**config.mk**
```make
export PLATFORM = sky130hd
export DESIGN_NAME = board_uart_tx
export DESIGN_NICKNAME = d
export VERILOG_FILES = /design/src/rtl/board_tx_pkg.sv /design/src/rtl/uart_tx_byte.sv /design/src/rtl/board_uart_tx.sv
export SDC_FILE = /design/constraint.sdc
export NUM_CORES = 1
export LEC_CHECK = 0
export ABC_AREA = 1
export BUFFER_PORTS_ARGS = -buffer_cell sky130_fd_sc_hd__buf_4
export CAP_MARGIN = 10
export CORE_UTILIZATION = 50
export DETAILED_ROUTE_END_ITERATION = 10
export PLACE_DENSITY = 0.78
export SETUP_SLACK_MARGIN = 0.4
export SYNTH_ARGS = -nofsm -noshare
export SYNTH_HDL_FRONTEND = slang
export SYNTH_SLANG_ARGS = --single-unit
```
**constraint.sdc**
```tcl
create_clock -name clk -period 1.8 [get_ports clk]
set_input_delay 0.09 -clock clk [delete_from_list [all_inputs] [get_ports clk]]
set_output_delay 0.09 -clock clk [all_outputs]
set_load 0.01 [all_outputs]
```
**src/rtl/board_tx_pkg.sv**
```systemverilog
// Shared types and constants for the board-snapshot UART transmitter.
package board_tx_pkg;

    typedef enum logic [1:0] {
        IDLE,
        START,
        DATA,
        STOP
    } tx_state_t;

    localparam logic [7:0] ASCII_0  = 8'h30;
    localparam logic [7:0] ASCII_1  = 8'h31;
    localparam logic [7:0] ASCII_LF = 8'h0A;

    localparam int MSG_CHARS = 189;

endpackage

```
**src/rtl/uart_tx_byte.sv**
```systemverilog
// 8N1 byte serialiser. A start accepted while o_ready is high begins the next
// character; accepting on the final stop-bit cycle chains characters with no gap.
module uart_tx_byte
    import board_tx_pkg::*;
#(
    parameter int CLKS_PER_BIT = 434
) (
    input  logic       clk,
    input  logic       rst_n,
    input  logic       i_start,
    input  logic [7:0] i_data,
    output logic       o_ready,
    output logic       o_tx
);

    localparam int                BAUD_W    = $clog2(CLKS_PER_BIT);
    localparam logic [BAUD_W-1:0] BAUD_LAST = BAUD_W'(CLKS_PER_BIT - 1);

    tx_state_t         r_state;
    logic [BAUD_W-1:0] r_baud;
    logic [2:0]        r_bit_idx;
    logic [7:0]        r_shift;
    logic              r_tx;
    logic              w_wrap;

    assign w_wrap  = (r_baud == BAUD_LAST);
    assign o_ready = (r_state == IDLE) || ((r_state == STOP) && w_wrap);
    assign o_tx    = r_tx;

    // NOTE: all sequential state uses non-blocking assignments so every register
    // sees pre-edge values; the async reset forces the line idle with no clock.
    always_ff @(posedge clk or negedge rst_n) begin
        if (!rst_n) begin
            r_state   <= IDLE;
            r_baud    <= '0;
            r_bit_idx <= '0;
            r_shift   <= '0;
            r_tx      <= 1'b1;
        end else if (r_state == IDLE) begin
            if (i_start) begin
                r_state <= START;
                r_baud  <= '0;
                r_shift <= i_data;
                r_tx    <= 1'b0;
            end
        end else if (!w_wrap) begin
            r_baud <= r_baud + BAUD_W'(1);
        end else begin
            r_baud <= '0;
            if (r_state == START) begin
                r_state   <= DATA;
                r_bit_idx <= '0;
                r_tx      <= r_shift[0];
            end else if (r_state == DATA) begin
                if (r_bit_idx == 3'd7) begin
                    r_state <= STOP;
                    r_tx    <= 1'b1;
                end else begin
                    r_bit_idx <= r_bit_idx + 3'd1;
                    r_shift   <= r_shift >> 1;
                    r_tx      <= r_shift[1];
                end
            end else if (i_start) begin
                r_state <= START;
                r_shift <= i_data;
                r_tx    <= 1'b0;
            end else begin
                r_state <= IDLE;
            end
        end
    end

endmodule

```
**src/rtl/board_uart_tx.sv**
```systemverilog
// Sends the board snapshot as ASCII '0'/'1' characters plus LF over UART.
// Optional macro BOARD_TX_CHANGE_ONLY_EN suppresses resending an unchanged board.
module board_uart_tx
    import board_tx_pkg::*;
#(
    parameter int BITS_AMOUNT  = MSG_CHARS - 1,
    parameter int CLKS_PER_BIT = 434
) (
    input  logic                   clk,
    input  logic                   rst_n,
    input  logic [BITS_AMOUNT-1:0] boardString,
    input  logic                   frame_done,
    output logic                   tx,
    output logic                   busy,
    output logic [7:0]             sent_count
);

    localparam int               IDX_W        = $clog2(BITS_AMOUNT + 1);
    localparam logic [IDX_W-1:0] LAST_BIT_IDX = IDX_W'(BITS_AMOUNT - 1);
    localparam logic [IDX_W-1:0] LF_IDX       = IDX_W'(BITS_AMOUNT);

    logic [BITS_AMOUNT-1:0] r_snapshot;
    logic [IDX_W-1:0]       r_char_idx;
    logic                   r_busy;
    logic [7:0]             r_sent_count;

    logic       w_allowed;
    logic       w_capture;
    logic       w_advance;
    logic       w_ready;
    logic [7:0] w_char;
    logic       w_tx;

`ifdef BOARD_TX_CHANGE_ONLY_EN
    logic                   r_captured;
    logic [BITS_AMOUNT-1:0] r_last_sent;

    assign w_allowed = !r_captured || (boardString != r_last_sent);

    always_ff @(posedge clk or negedge rst_n) begin
        if (!rst_n) begin
            r_captured  <= 1'b0;
            r_last_sent <= '0;
        end else if (w_capture) begin
            r_captured  <= 1'b1;
            r_last_sent <= boardString;
        end
    end
`else
    assign w_allowed = 1'b1;
`endif

    assign w_capture = !r_busy && frame_done && w_allowed;
    assign w_advance = r_busy && w_ready && (r_char_idx != LF_IDX);

    // The snapshot shifts left once per character, so its MSB is always the next board bit.
    always_comb begin
        if (w_capture) begin
            w_char = boardString[BITS_AMOUNT-1] ? ASCII_1 : ASCII_0;
        end else if (r_char_idx == LAST_BIT_IDX) begin
            w_char = ASCII_LF;
        end else begin
            w_char = r_snapshot[BITS_AMOUNT-1] ? ASCII_1 : ASCII_0;
        end
    end

    always_ff @(posedge clk or negedge rst_n) begin
        if (!rst_n) begin
            r_snapshot   <= '0;
            r_char_idx   <= '0;
            r_busy       <= 1'b0;
            r_sent_count <= '0;
        end else if (w_capture) begin
            r_snapshot   <= boardString << 1;
            r_char_idx   <= '0;
            r_busy       <= 1'b1;
            r_sent_count <= r_sent_count + 8'd1;
        end else if (w_advance) begin
            r_snapshot <= r_snapshot << 1;
            r_char_idx <= r_char_idx + IDX_W'(1);
        end else if (r_busy && w_ready) begin
            r_busy <= 1'b0;
        end
    end

    uart_tx_byte #(
        .CLKS_PER_BIT(CLKS_PER_BIT)
    ) u_byte (
        .clk    (clk),
        .rst_n  (rst_n),
        .i_start(w_capture || w_advance),
        .i_data (w_char),
        .o_ready(w_ready),
        .o_tx   (w_tx)
    );

    assign tx         = w_tx;
    assign busy       = r_busy;
    assign sent_count = r_sent_count;

endmodule

```
# ---- After elaboration in Yosys (flattened, before gate mapping)
# Index checks and enable logic that the tools add are counted.
dict set report word_totals {
  register_bits 228
  in_bits 191
  output_inout_bits 10
  wordCells 79
}
dict set report op_classes {
  addsub 4
  n_eq_ne 13
  n_mux 36
  bitwise_logic 1
  n_reduce_logical 16
}
# op count
set ops {}
lappend ops {{188-bit 2-to-1 mux} 2}
lappend ops {{8-bit 2-to-1 mux} 9}
lappend ops {{9-bit 2-to-1 mux} 3}
lappend ops {{8-bit by 1-bit adder with 8-bit output, second input constant} 2}
lappend ops {{1-bit 2-to-1 mux} 12}
lappend ops {{2-bit 2-to-1 mux} 6}
lappend ops {{9-bit by 1-bit adder with 9-bit output, second input constant} 1}
lappend ops {{9-bit == test, second input constant} 1}
lappend ops {{3-bit 2-to-1 mux} 3}
lappend ops {{8-bit == test, second input constant} 1}
lappend ops {{8-bit inequality test, second input constant} 1}
lappend ops {{2-bit nonzero test} 4}
lappend ops {{6-bit 2-to-1 mux} 1}
lappend ops {{2-bit by 1-bit inequality test with 1-bit output, second input constant} 3}
lappend ops {{3-bit AND reduction} 2}
lappend ops {{2-bit == test, second input constant} 2}
lappend ops {{1-bit logical AND} 4}
lappend ops {{4-bit by 2-bit inequality test with 1-bit output, second input constant} 1}
lappend ops {{4-bit AND reduction} 1}
lappend ops {{3-bit by 1-bit adder with 3-bit output, second input constant} 1}
lappend ops {{3-bit == test, second input constant} 1}
lappend ops {{3-bit by 2-bit inequality test with 1-bit output, second input constant} 1}
lappend ops {{2-bit by 1-bit == test with 1-bit output, second input constant} 1}
lappend ops {{2-bit zero test} 1}
lappend ops {{5 further kinds} 6}

# ---- Depth between registers and ports, before layout
# Gate-level depths: netlist of the first run.
dict set report logic_depth {
  ltp_word 11
  ltp_mapped 13
  ltp_nobuf 12
}

# ---- Modules after synthesis
# Synthesis of the first run repeated with hierarchy kept, for this count alone.
dict set report unflattened {
  hier_cells 1514
  area_unflattened_um2 11219.5
}
# mod instances cells_each area_each_um2 seq_area_each_um2
set by_module_without_submodules {}
lappend by_module_without_submodules {board_uart_tx 1 1319 9733.1 5104.9}
lappend by_module_without_submodules {uart_tx_byte 1 195 1486.4 576.8}

# ---- Least setup slack after synthesis of the first run
# OpenSTA, ideal clock, no wires.
dict set report synth_path {
  path_kind {register to register}
  from {register u_byte.r_state[1]}
  to {register r_char_idx[6]}
  setup_ps 133
  t_arrival_ps 1588
  required_ps 1667
  slack_ps 79
  stages_incl_launch_ff 12
  n_path_buf 2
  period_less_slack_ps 1721
  path_cell_list {dfrtp_1 > inv_1 > ha_1 > inv_1 > nand2_4 > nand3_4 > nand2_2 > buf_6 > inv_4 > buf_6 > nand2_1 > o31ai_1}
}
dict set report synth_between {
  elab_chain_cells 6
  elab_cells_between_ends 7
  cone_classes {eq/ne (1); reduce/logical (6)}
}
# item line
set synth_rtl {}
lappend synth_rtl {{from (decl)} uart_tx_byte.sv:19} ;# tx_state_t r_state;
lappend synth_rtl {{from (signal assigned)} uart_tx_byte.sv:34} ;# r_state <= IDLE;
lappend synth_rtl {{from (signal assigned)} uart_tx_byte.sv:41} ;# r_state <= START;
lappend synth_rtl {{from (signal assigned)} uart_tx_byte.sv:51} ;# r_state <= DATA;
lappend synth_rtl {{2-bit == test} uart_tx_byte.sv:27} ;# assign o_ready = (r_state == IDLE) || ((r_state == STOP) && w_wrap);
lappend synth_rtl {{1-bit logical AND} uart_tx_byte.sv:27}
lappend synth_rtl {{1-bit logical OR *} uart_tx_byte.sv:27}
lappend synth_rtl {{1-bit logical AND * (2 in series)} board_uart_tx.sv:54} ;# assign w_advance = r_busy && w_ready && (r_char_idx != LF_IDX);
lappend synth_rtl {{2-bit nonzero test (no line) *} --}
lappend synth_rtl {{to (signal assigned)} board_uart_tx.sv:80} ;# r_char_idx <= r_char_idx + IDX_W'(1);
lappend synth_rtl {{to (decl)} board_uart_tx.sv:23} ;# logic [IDX_W-1:0] r_char_idx;
# Every way passes the cells marked *; elsewhere a longest branch is shown, timed or not.
# A chain may end at the register's enable or synchronous reset.

# ---- Worst setup path after layout of the first run
dict set report layout_path {
  from {register u_byte.r_baud[1]}
  to {register r_snapshot[90]}
}
dict set report layout_between {
  elab_chain_cells 6
}
# item line
set layout_rtl {}
lappend layout_rtl {{from (decl)} uart_tx_byte.sv:20} ;# logic [BAUD_W-1:0] r_baud;
lappend layout_rtl {{from (signal assigned)} uart_tx_byte.sv:47} ;# r_baud <= r_baud + BAUD_W'(1);
lappend layout_rtl {{9-bit == test} uart_tx_byte.sv:26} ;# assign w_wrap = (r_baud == BAUD_LAST);
lappend layout_rtl {{1-bit logical AND} uart_tx_byte.sv:27}
lappend layout_rtl {{1-bit logical OR} uart_tx_byte.sv:27}
lappend layout_rtl {{1-bit logical AND (2 in series)} board_uart_tx.sv:54}
lappend layout_rtl {{2-bit nonzero test (no line)} --}
lappend layout_rtl {{to (signal assigned)} board_uart_tx.sv:74} ;# r_snapshot <= boardString << 1;
lappend layout_rtl {{to (signal assigned)} board_uart_tx.sv:79} ;# r_snapshot <= r_snapshot << 1;
lappend layout_rtl {{to (decl)} board_uart_tx.sv:22} ;# logic [BITS_AMOUNT-1:0] r_snapshot;
# No other way between the ends.

==> impl_results.md, run 1 <==
- Seq/Total Area, Yosys: 54.9%
- Fmax achieved: 527 MHz
- Gr ovfl total: 0
- Clock Path Buffers: 3
- H-tree levels: 1
- Setup Viol. Count Final: 31
- CTS tree: yes
- Mapped cell area: 10400 µm²
- Overall power: 11300 µW
- Final Cycle Share: 105%
- Drt pass-1 iters: 6
- Data arrival, critical path: 2.31 ns
- Post-Syn Nets: 1307
- DRC viols: 0
- Asr flop ratio synth: 100%
- Starting Density: 51.2%
- Placed Cells: 1565
- DP HPWL: 16700 µm
- Initial DRC count: 1019
- Post-Synthesis Cells: 1105
- Number of global-route vias before repair: 10900
- Vias/cell: 5.97
- Initial antenna violation count: 8
- Total Routing Usage GR: 32.9%
- Area grow syn2layout: 62.7%
- Hold Vio Cnt, Final: 0
- First-pass GRT wire length: 55200 µm
- Leak: 0.00790 µW
- Pwr Density: 669 nW/µm²
- RSZ-0062 raised after global routing: yes
- Reg clk slew, reported paths: 0.07 ns
- Layout net count: 1762
- WL per Instance: 22.5 µm
- Dpl ws: -0.0267 ns
- Failing checks: negative setup slack
- Pin count of the biggest net entering global routing: 79
- Worst VDD drop: 0.628 mV
- Main synth FF type: dfrtp_1
- Critical Path End Type: flip-flop
- CTS buffer count: 23
- Rel. slew slack: 70.7%
- Req. time, crit path: 2.21 ns
- Post-synth EDFFs: 0
- Share of cells above drive strength 1: 30.6%
- Routability Congestion: 0.834
- CP Max Fanout: 27
- Port Buf Inserts: 200
- Rows: 52
- Yosys warns: 0
- Clk_lat worst skew: 0.53 ns
- I/O Pins: 201
- Die H: 146 µm
- Setup ws final: -0.0957 ns
- Outcome: finished, violations left
- Pins Over Slew Limit: 0
- Hold_ws: 0.0455 ns
- WL final: 41700 µm
- Tmin final: 1.90 ns
- Root Driver: clkbuf_16
- Die ar.: 21300 µm²
- Syn_area_per_cell: 9.37 µm²
- Critical path class: reg2reg
- Core region area: 20200 µm²
- Clock sinks: 227
- Core Util, Final: 83.2%
- Worst-margin pin slew: 0.439 ns
- Yosys reg bits: 227
- Yosys cell types: 34
- Cell Count, Final, Fillers Out: 1855
- Hold WC Path Type: in2async
- Max-cap violations: 0
- DR vias: 11100
- ANT nets after route: 0
- Worst setup SP type: flip-flop
- Die width: 146 µm
- Max Clock Skew: 0.0250 ns
-- Yosys cell counts (5+ instances only) --
cell      count  share of area, %
inv_1       196               7.1
o221ai_1    164                14
buf_6        14               1.5
o21ai_0      13              0.63
nand2_1     286                10
buf_2        16              0.77
nor3_1       10              0.48
dfrtp_1     226                55
a21oi_1       9              0.44
xor2_1        6              0.51
nor2_1       24              0.87
xnor2_1       5              0.42
clkbuf_1     23              0.83
nand3_1      56               2.7
buf_4        15               1.1
nand4_1       5              0.30
ha_1         11               1.3
-- critical path: stages, from the launching register on --
cell and delay [ns]:
dfrtp_1 0.38, inv_2 0.08, ha_4 0.12, nand2_2 0.06, nor2_2 0.12, nand2_2 0.09
nand2_4 0.09, nand3_4 0.12, buf_4 0.22, clkbuf_16 0.22, o221ai_1 0.29
-- logic make-up after synthesis --
family / after synthesis / share of synthesized area [%]
flops: 227 / 54.9
simple gates: 389 / 15.4
xor+xnor: 11 / 0.931
buf+inv: 266 / 11.4
mux: 1 / 0.109
compound gates: 200 / 15.9
fa+ha+maj: 11 / 1.33
-- sequential cells by signal, indices dropped and copies added, names as in the netlist --
name              count
u_byte.o_tx           1
r_snapshot          187
u_byte.r_shift        8
busy                  1
r_char_idx            8
u_byte.r_bit_idx      3
u_byte.r_state        2
u_byte.r_baud         9
sent_count            8
-- placed cells by master (no fill, tap or decap), drive strengths merged, types with 2 or more instances in the layout --
cell type / instances
clkbuf: 39
nand3b: 2
nor2: 24
buf: 297
xor2: 6
inv: 198
nor3: 11
nand2: 290
nand4: 5
diode: 9
clkinvlp: 3
o21ai: 14
a21oi: 9
clkinv: 5
o22ai: 4
xnor2: 5
ha: 11
o31ai: 2
nand3: 58
bufinv: 4
dlygate4sd3: 188
o221ai: 164
o211ai: 4
dfrtp: 226
-- worst paths after layout --
path,start,endpoint,slack (ns),depth (start not counted)
max in group asynchronous,rst_n,r_snapshot[30],0.97,3
min,rst_n,r_snapshot[123],0.05,2
max,u_byte.r_baud[1],r_snapshot[90],-0.1,10
max reg2reg,u_byte.r_baud[1],r_snapshot[90],-0.1,10
min reg2reg,sent_count[7],sent_count[7],0.48,1
min in group clk,boardString[187],u_byte.r_shift[0],0.07,7
-- metal layers --
metal,track usage (%),up-vias,routed length [µm]
li1,-,4661,-
met1,38.1,5379,14100
met2,58.6,778,21400
met3,4.45,264,3120
met4,18.7,0,3080
met5,0,-,0
-- power by group --
part | total [µW] | switching, µW | internal [µW]
clock network | 5250 | 2190 | 3060
logic | 870 | 312 | 558
registers | 5140 | 17.1 | 5120
total | 11300 | 2520 | 8740
-- metrics by stage --
stage                     instance area [µm²]  TNS, ns
final                                   16800   -0.779
after global routing                    16800   -10.26
after CTS                               15800        0
after detailed placement                12400  -0.0987
after global placement                  12400        0
after floorplan                         10400        0
-- layout make-up --
cell class	instances	area [µm²]
Sequential cell	227	5680
Timing Repair Buffer	496	4860
Multi-Input combinational cell	614	4380
Fill cell	953	3390
Inverter	198	757
Clock buffer	29	628
Tap cell	270	338
Clock inverter	12	173
Antenna cell	9	22.5
-- what timing repair did --
item,4_1_cts,5_1_grt
hold buffers,188,0
cloned,9,15
setup buffers,16,12
pin swaps,3,9
setup endpoints to repair,223,224
hold endpoints to repair,413,0
gates resized for setup,64,106
Note: power is estimated with default switching activity, not from simulation.
==> inputs of run 2 (changes only) <==
==> constraint.sdc (replaced) <==
create_clock -name clk -period 1.8 [get_ports clk]
set_input_delay 0.36 -clock clk [delete_from_list [all_inputs] [get_ports clk]]
set_output_delay 0.36 -clock clk [all_outputs]
set_load 0.01 [all_outputs]
==> run 2 against run 1 <==
The flow still finishes with violations (negative setup slack). Cell count fell by 9.1%. Clock power increased by 3%. Sequential power about the same. Count of clock-buffer cells in the layout increased by 3. Clock skew increased by 0.0068 ns. Via count decreased by 11%. Worst hold slack lost 0.014 ns. First-iteration DRC count shrank 35%. Cell area shrank 4.2%. Critical path depth increased by 1. Flip-flop and latch count is the same.
==> impl_results.md, run 2 (same netlist as run 1, synthesis figures left out) <==
- CP Max Fanout: 19 (was 27)
- Beginning of the worst hold path: boardString[78]
- ANT nets after route: 0 (unchanged)
- Hold Vio Cnt, Final: 0 (unchanged)
- RR Startpoint: u_byte.r_baud[1] (unchanged)
- Post-route setup TNS: -10.15 ns (was -0.779 ns)
- CP top delay family: buffers and inverters (unchanged)
- Worst path cell trace: inv_2 -> ha_4 -> nand2_2 -> nor2_2 -> nand2_2 -> nand2_4 -> nand3_4 -> buf_6 -> buf_12 -> buf_12 -> o31ai_2 (was inv_2 -> ha_4 -> nand2_2 -> nor2_2 -> nand2_2 -> nand2_4 -> nand3_4 -> buf_4 -> clkbuf_16 -> o221ai_1)
- Critical Path Max Stage Delay: 0.41 ns (was 0.38 ns)
- Share of cells above drive strength 1: 44.5% (was 30.6%)
- Hold WC Path Type: in2reg (was in2async)
- Worst setup path startpoint: u_byte.r_baud[1] (unchanged)
- H-tree levels: 1 (unchanged)
- Die ar.: 21300 µm² (unchanged)
- Max-cap violations: 0 (unchanged)
- DP HPWL: 16800 µm (was 16700 µm)
- DRC viols: 0 (unchanged)
- Initial DRC count: 663 (was 1019)
- Placed instance area: 12500 µm² (was 12400 µm²)
- CP max stage cell: dfrtp_1 (unchanged)
- Sw Pwr: 2390 µW (was 2520 µW)
- Clk_lat worst skew: 0.55 ns (was 0.53 ns)
- Tmin final: 1.95 ns (was 1.90 ns)
- Fillers: 1087 (was 953)
- Critical path class: reg2reg (unchanged)
- Req. time, crit path: 2.23 ns (was 2.21 ns)
- RSZ-0062 raised after global routing: yes (unchanged)
- Core region area: 20200 µm² (unchanged)
- Starting Density: 51.2% (unchanged)
- Routability Congestion: 0.825 (was 0.834)
- Core Util, Final: 79.8% (was 83.2%)
- Commonest non-fill, non-tap cell in the layout: nand2_1 (unchanged)
- WL final: 35400 µm (was 41700 µm)
- Port Buf Inserts: 200 (unchanged)
- Power Internal: 8700 µW (was 8740 µW)
- Reg power frac: 46.4% (was 45.6%)
- CTS buffer count: 24 (was 23)
- Worst-margin pin slew: 0.506 ns (was 0.439 ns)
- Total Routing Usage GR: 26.6% (was 32.9%)
- Rel. slew slack: 66.3% (was 70.7%)
- Setup ws final: -0.150 ns (was -0.0957 ns)
- Die H: 146 µm (unchanged)
- Combinational share of power: 4.7% (was 7.7%)
- Setup Viol. Count Final: 190 (was 31)
- Outcome: finished, violations left (unchanged)
- Dpl ws: -0.00767 ns (was -0.0267 ns)
- Pin count of the biggest net entering global routing: 62 (was 79)
- Sw Ratio: 21.6% (was 22.4%)
- Root Driver: clkbuf_16 (unchanged)
- Die width: 146 µm (unchanged)
- First-pass GRT wire length: 46100 µm (was 55200 µm)
- Max reg flops: 187 (unchanged)
- Leak: 0.00746 µW (was 0.00790 µW)
- CTS tree: yes (unchanged)
- Pins Over Slew Limit: 0 (unchanged)
- Biggest register: r_snapshot (unchanged)
- Failing checks: negative setup slack (unchanged)
- Clock Path Buffers: 3 (unchanged)
- Fmax achieved: 513 MHz (was 527 MHz)
- Final Cycle Share: 108% (was 105%)
- Max Clock Skew: 0.0318 ns (was 0.0250 ns)
- Worst setup SP type: flip-flop (unchanged)
- Top Registers: r_snapshot (187), u_byte.r_baud (9) (unchanged)
- Drt pass-1 iters: 6 (unchanged)
- Layout net count: 1600 (was 1762)
- FF-to-FF setup slack: -0.15 ns (was -0.1 ns)
- DR vias: 9865 (was 11100)
- Reg clk slew, reported paths: 0.07 ns (about the same)
- Clock power share: 48.8% (was 46.6%)
- Vias/cell: 5.85 (was 5.97)
- WL per Instance: 21.0 µm (was 22.5 µm)
- Worst VDD drop: 0.616 mV (was 0.628 mV)
- I/O Pins: 201 (unchanged)
- CP bufs+invs: 4 (was 3)
- Layout Cell Area excl Fill: 16100 µm² (was 16800 µm²)
- Rows: 52 (unchanged)
- Gr ovfl total: 0 (unchanged)
- Number of global-route vias before repair: 9426 (was 10900)
- Data arrival, critical path: 2.38 ns (was 2.31 ns)
- Most frequent cells in the layout: nand2_1 (264), buf_4 (250), dfrtp_1 (225) (was nand2_1 (281), buf_4 (256), dfrtp_1 (226))
- Pwr Density: 687 nW/µm² (was 669 nW/µm²)
- Critical Path End Type: flip-flop (unchanged)
- Clock sinks: 227 (unchanged)
- Initial antenna violation count: 1 (was 8)
- Area grow syn2layout: 55.9% (was 62.7%)
## run 2: layout make-up
cell class	count	area (µm²)	share of cell area (%)
repair inverters	3	35.0	0.217
multi-input cells	613	5110	31.6
clock inverters	11	193	1.19
repair buffers	331	3330	20.6
inverters	198	769	4.77
diodes	1	2.50	0.0155
well taps	270	338	2.09
flip-flops and latches	227	5680	35.2
clock buffers	32	681	4.22
## run 2: final timing paths
path                                   end  cells past startpoint
max                          r_char_idx[6]                     11
min                         r_snapshot[79]                      3
max reg2reg                  r_char_idx[6]                     11
min reg2reg                r_snapshot[180]                      2
max in group asynchronous   r_snapshot[58]                      3
min in group asynchronous  r_snapshot[123]                      2
## run 2: power groups by stage
stage               combinational (µW)  clock [µW]  sequential [µW]
floorplan                         25.4           0             5240
global placement                   493           0             5240
detailed placement                 497           0             5240
CTS                                511        5410             5150
global route                       570        5670             5150
finish                             525        5420             5150
## run 2: per-layer routing
metal | track usage [%] | part of all wire (%) | vias up
met3 | 3.76 | 6.4 | 167
met2 | 46.4 | 51 | 508
met5 | 0 | 0 | -
met4 | 10.4 | 5.6 | 0
li1 | - | - | 4333
met1 | 33.6 | 37 | 4857
## run 2: tightest hold or removal path, delay by kind of cell
family / cells / cell delay [ns]
buf+inv: 1 / 0.08
simple gates: 1 / 0.05
compound gates: 1 / 0.05
## run 2: through the flow
stage	cells	total power, µW	hold slack [ns]
after floorplan	1105	5260	0.0644
after global placement	1570	5730	0.333
after detailed placement	1570	5730	0.327
after CTS	1648	11100	0.0239
after global routing	1686	11400	0.0312
final	1686	11100	0.0319
## run 2: repair_timing
action	in CTS	in global routing
gates cloned	10	17
hold buffers	1	0
pin swaps	11	25
endpoints found under the setup margin	233	235
hold endpoints to repair	51	0
buffers inserted	24	20
gates resized for setup	149	191
